<file path="config.mk">
export PLATFORM = sky130hd
export DESIGN_NAME = dense_layer_2_seq
export DESIGN_NICKNAME = d
export VERILOG_FILES = /design/src/rtl/nn_parameters.sv /design/src/rtl/weight_rom_2.sv /design/src/rtl/dense_layer_2_seq.sv
export SDC_FILE = /design/constraint.sdc
export NUM_CORES = 2
export LEC_CHECK = 0
export CAP_MARGIN = 5
export CORE_MARGIN = 3
export CORE_UTILIZATION = 55
export DETAILED_ROUTE_END_ITERATION = 12
export PLACE_DENSITY = 0.8
export RECOVER_POWER = 25
export SLEW_MARGIN = 0
export SYNTH_ARGS = -nofsm -noshare
export SYNTH_HDL_FRONTEND = slang
export SYNTH_SLANG_ARGS = --single-unit
</file>
<file path="constraint.sdc">
create_clock -name clk -period 19.6 [get_ports clk]
set_clock_uncertainty 0.2 [all_clocks]
set_input_delay 1.96 -clock clk [delete_from_list [all_inputs] [get_ports clk]]
set_output_delay 1.96 -clock clk [all_outputs]
set_load 0.02 [all_outputs]
</file>
<file path="src/rtl/nn_parameters.sv">
// Shared sizes, widths and FSM encoding for the second dense layer.
package nn_parameters;

    localparam int IN_SIZE_2  = 4;
    localparam int OUT_SIZE_2 = 6;
    localparam int FRAC_BITS  = 12;
    localparam int DATA_W     = 24;
    localparam int PROD_W     = 2 * DATA_W;
    localparam int ACC_W      = PROD_W + $clog2(IN_SIZE_2);

    localparam int K_W = (IN_SIZE_2 > 1) ? $clog2(IN_SIZE_2) : 1;
    localparam int N_W = (OUT_SIZE_2 > 1) ? $clog2(OUT_SIZE_2) : 1;

    localparam logic [K_W-1:0] K_LAST = K_W'(IN_SIZE_2 - 1);
    localparam logic [N_W-1:0] N_LAST = N_W'(OUT_SIZE_2 - 1);

    typedef enum logic [2:0] {
        ST_IDLE  = 3'd0,
        ST_FETCH = 3'd1,
        ST_MAC   = 3'd2,
        ST_WRITE = 3'd3,
        ST_DONE  = 3'd4
    } state_t;

endpackage

</file>
<file path="src/rtl/weight_rom_2.sv">
// Weight and bias store for layer 2: synchronous read, one cycle of latency.
// The row (neuron) part of the address selects the bias, the full address the weight.
module weight_rom_2
    import nn_parameters::*;
(
    input  logic                     clk,
    input  logic [N_W+K_W-1:0]       addr,
    output logic signed [DATA_W-1:0] weight,
    output logic signed [DATA_W-1:0] bias
);

    logic [N_W-1:0]           row;
    logic [K_W-1:0]           col;
    logic signed [DATA_W-1:0] w_next;
    logic signed [DATA_W-1:0] b_next;

    assign row = addr[N_W+K_W-1:K_W];
    assign col = addr[K_W-1:0];

    // Table lookup; rows beyond the neuron count read as zero.
    always_comb begin
        w_next = '0;
        b_next = '0;
        case (row)
            N_W'(0): w_next = 24'h000800;
            N_W'(1): w_next = 24'h7FFFFF;
            N_W'(2): w_next = 24'hFFF000;
            N_W'(3): b_next = 24'h000C00;
            N_W'(4): begin
                w_next = 24'h000800;
                b_next = 24'hFFFC00;
            end
            N_W'(5): begin
                case (col)
                    K_W'(0): w_next = 24'h001000;
                    K_W'(1): w_next = 24'hFFF800;
                    K_W'(2): w_next = 24'h000300;
                    default: w_next = 24'h002000;
                endcase
                b_next = 24'h000100;
            end
            default: ;
        endcase
    end

    // Registered read port.
    always_ff @(posedge clk) begin
        weight <= w_next;
        bias   <= b_next;
    end

endmodule

</file>
<file path="src/rtl/dense_layer_2_seq.sv">
// Sequential dense layer 2: one multiplier walks every neuron and input in turn,
// then bias, saturation and ReLU are applied per neuron and all results are
// published together.
// Handshake: start is sampled only while in IDLE (busy=0); busy stays high for
// the whole run and done pulses for one cycle in the same cycle output_vector
// takes its new value.
module dense_layer_2_seq
    import nn_parameters::*;
(
    input  logic                     clk,
    input  logic                     rst_n,
    input  logic                     start,
    input  logic signed [DATA_W-1:0] input_vector [IN_SIZE_2-1:0],
    output logic                     busy,
    output logic                     done,
    output logic signed [DATA_W-1:0] output_vector [OUT_SIZE_2-1:0],
    output state_t                   dbg_state
);

    localparam logic signed [ACC_W:0] R_MAX = (ACC_W+1)'((1 << (DATA_W - 1)) - 1);

    state_t                   state;
    logic [N_W-1:0]           n;
    logic [K_W-1:0]           k;
    logic [K_W-1:0]           addr_k;
    logic signed [DATA_W-1:0] x_reg [IN_SIZE_2-1:0];
    logic signed [DATA_W-1:0] slots [OUT_SIZE_2-1:0];
    logic signed [ACC_W-1:0]  acc;
    logic signed [DATA_W-1:0] rom_w;
    logic signed [DATA_W-1:0] rom_b;
    logic signed [PROD_W-1:0] product;
    logic signed [ACC_W-1:0]  product_ext;
    logic signed [ACC_W:0]    bias_ext;
    logic signed [ACC_W:0]    sum;
    logic signed [ACC_W:0]    r;
    logic signed [DATA_W-1:0] result;

    weight_rom_2 u_rom (
        .clk    (clk),
        .addr   ({n, addr_k}),
        .weight (rom_w),
        .bias   (rom_b)
    );

    // ROM column: in MAC the next column is prefetched; after the last column
    // it wraps to 0 so no out-of-range index is ever presented.
    always_comb begin
        addr_k = k;
        if (state == ST_MAC) begin
            addr_k = (k == K_LAST) ? '0 : k + K_W'(1);
        end
    end

    // The single shared multiplier and the bias/scale/saturate/ReLU datapath.
    always_comb begin
        product     = rom_w * x_reg[k];
        product_ext = $signed({{(ACC_W-PROD_W){product[PROD_W-1]}}, product});
        bias_ext    = $signed({{(ACC_W+1-DATA_W){rom_b[DATA_W-1]}}, rom_b});
        sum         = $signed({acc[ACC_W-1], acc}) + (bias_ext <<< FRAC_BITS);
        r           = sum >>> FRAC_BITS;
        // Negative values would saturate low and then be zeroed by ReLU anyway.
        if (r[ACC_W]) begin
            result = '0;
        end else if (r > R_MAX) begin
            result = 24'h7FFFFF;
        end else begin
            result = r[DATA_W-1:0];
        end
    end

    // Control FSM with accumulator, counters, working slots and outputs.
    always_ff @(posedge clk or negedge rst_n) begin
        if (!rst_n) begin
            state         <= ST_IDLE;
            n             <= '0;
            k             <= '0;
            acc           <= '0;
            done          <= 1'b0;
            x_reg         <= '{default: '0};
            slots         <= '{default: '0};
            output_vector <= '{default: '0};
        end else begin
            done <= 1'b0;
            case (state)
                ST_IDLE: begin
                    if (start) begin
                        x_reg <= input_vector;
                        n     <= '0;
                        k     <= '0;
                        state <= ST_FETCH;
                    end
                end
                ST_FETCH: begin
                    acc   <= '0;
                    k     <= '0;
                    state <= ST_MAC;
                end
                ST_MAC: begin
                    acc <= acc + product_ext;
                    if (k == K_LAST) begin
                        k     <= '0;
                        state <= ST_WRITE;
                    end else begin
                        k <= k + K_W'(1);
                    end
                end
                ST_WRITE: begin
                    slots[n] <= result;
                    if (n == N_LAST) begin
                        state <= ST_DONE;
                    end else begin
                        n     <= n + N_W'(1);
                        state <= ST_FETCH;
                    end
                end
                ST_DONE: begin
                    output_vector <= slots;
                    done          <= 1'b1;
                    state         <= ST_IDLE;
                end
                default: state <= ST_IDLE;
            endcase
        end
    end

    assign busy      = (state != ST_IDLE);
    assign dbg_state = state;

endmodule

</file>
==> metrics.txt <==
Setup Buffers After CTS 0; die height 270 um; largest cells by area after synthesis dfrtp_1 (29%), fa_1 (29%), mux2_2 (7.1%), ha_1 (6.9%), inv_1 (6.7%); hold path cells 1; nets 4513; Routed WL per cell 20.5 um; final setup margin 9.83 ns; Gate Count Post-Synth 3479; Antenna Cells 0; CTS buffer count 45; Vias 26200; Area Growth Syn to Fin 12.5%; largest net degree at the start of global routing 98; share of layout cells above drive strength 1 10.2%; Iter 0 DRT Violations 1967; HPWL Detailed 73700 um; Commonest cells post-synth inv_1 (681), fa_1 (549), dfrtp_1 (443); CTS H-tree depth 2; first-pass GRT wire length 155000 um; hold worst-path end output_vector[108]; I/O Pins 248; capturing point of the worst reg2reg path acc[45]; starting density of the core 55.7%; fillers 5285; CTS root buf clkbuf_16; Tot GR Track Use 27.0%; vias per cell 5.68; Synth top area share 28.9%; hold path startpoint slots[108]; top-count cell post-synth inv_1; Most used DFF post-synth dfrtp_1; Hold-fix buffers, CTS 0; failing checks max-capacitance violations, max-slew violations; cell taking the most area after synthesis dfrtp_1; vias in the first global route 28600; CTS tree yes; MaxCap Viol Count 9; standard-cell rows 96; Final period util 49.9%; # DRC 0; Reg2Reg Depth 22; Async SR Flop Fraction 97.8%; Core Box Area 68800 um2; Clock Sinks 453; Pre-antenna DRT Iters 6; Worst R2R Setup Slack 10.07 ns; Setup WS pre-CTS 10.11 ns; Worst Path Arrival 10.15 ns; RR Startpoint k[0]; register area 11300 um2; setup violators final 0; crit path launch type input port; RSZ-0062 raised after global routing no; number of synthesized register bits 453; Max FO, Critical Path 85; Pins Over Slew Limit 543; Final Wtd Congestion 0.947; Die Wd 270 um; min Tclk post-route 9.77 ns; CTS resizes 0; final hold violations 0; input/output buffers 247; clk buf depth 3; Crit Path Class input port to asynchronous set/reset pin; Yosys warning count 0; worst hold path class register to register; Skew-Pair Late Insertion Delay 0.62 ns; Slew headroom -197%; Syn Area/Cell 11.0 um2; CP required 19.98 ns; Die ar. 72900 um2; clock transition at the registers of the reported paths 0.06 ns; post-synthesis cell area 38300 um2; worst-margin pin slew 4.45 ns; ANT nets after route 0; Total Routed Length 94700 um; Synth Net Count 4338; grt ovf 0; status complete, but fails checks; maximum clock rate 0.102 GHz; post-synth cell types 73; area of the multi-input gates 23900 um2; sequential share of the synthesized area 29.5%; CP Capture Type asynchronous set/reset pin; setup TNS 0 ns; number of flops mapped to enable cells by yosys 0; initial antenna violation count 0
==> worst max-delay path, stage by stage <==
cell,delay [ns]
clkbuf_1,3.07
clkbuf_1,3.00
buf_4,1.05
buf_4,0.90
==> cell usage in the layout (no fill, tap or decap), types with 27 or more instances in the layout <==
cell,instances
inv_1,681
fa_1,549
dfrtp_1,442
clkdlybuf4s50_1,245
mux2_2,242
ha_1,211
nand2_1,209
nor2_1,182
a311oi_1,118
a21oi_1,83
o21ai_0,79
and2_1,69
clkbuf_16,45
a21o_1,38
xnor2_1,37
xor2_1,37
nand3_1,27
==> final cells by class <==
type                    instances  area share [%]
inverters                     682            5.94
clock buffers                  61            2.98
clock inverters                20           0.601
multi-input cells            2201            55.5
flip-flops and latches        453            26.2
well taps                     931            2.70
repair buffers                271            6.09
==> logic make-up after synthesis <==
group                    after synthesis  synth area share [%]
buffers and inverters                825                  8.20
adder cells (fa/ha/maj)              760                  35.6
AND/OR/NAND/NOR                      626                  7.72
AO/OA/AOI/OAI                        463                  8.54
flip-flops                           453                  29.5
multiplexers                         277                  8.78
XOR/XNOR                              75                  1.73
==> how the worst max path moves through the flow <==
stage / from / end / slack [ns] / cells past startpoint
floorplan: k[0] / acc[45] / 10.62 / 25
global placement: k[0] / acc[45] / 10.28 / 22
detailed placement: k[0] / acc[45] / 10.11 / 22
CTS: k[0] / acc[45] / 10.14 / 22
global route: rst_n / slots[20] / 8.33 / 4
finish: rst_n / slots[20] / 9.83 / 4
==> metrics by stage <==
| step | cell area, um2 | hold WS, ns | utilization [%] | std cells |
|---|---|---|---|---|
| after CTS | 43100 | 0.286 | 62.7 | 4619 |
| after global routing | 43100 | 0.317 | 62.6 | 4619 |
| after detailed placement | 41600 | 0.285 | 60.4 | 4538 |
| after floorplan | 38300 | 0.247 | - | 3479 |
| final | 43100 | 0.296 | 62.6 | 4619 |
| after global placement | 41600 | 0.267 | 60.4 | 4538 |
==> per-layer routing <==
| metal | wire (um) | track usage, % | up-vias | part of all wire [%] |
|---|---|---|---|---|
| li1 | - | - | 11600 | - |
| met5 | 0 | 0 | - | 0 |
| met3 | 5020 | 3.47 | 215 | 5.3 |
| met2 | 48500 | 46.8 | 826 | 51 |
| met4 | 4530 | 11.6 | 0 | 4.8 |
| met1 | 36700 | 34.3 | 13500 | 39 |
Power is not shown: default switching activity piles up to over one toggle a cycle in this logic, so the estimate is an artifact.
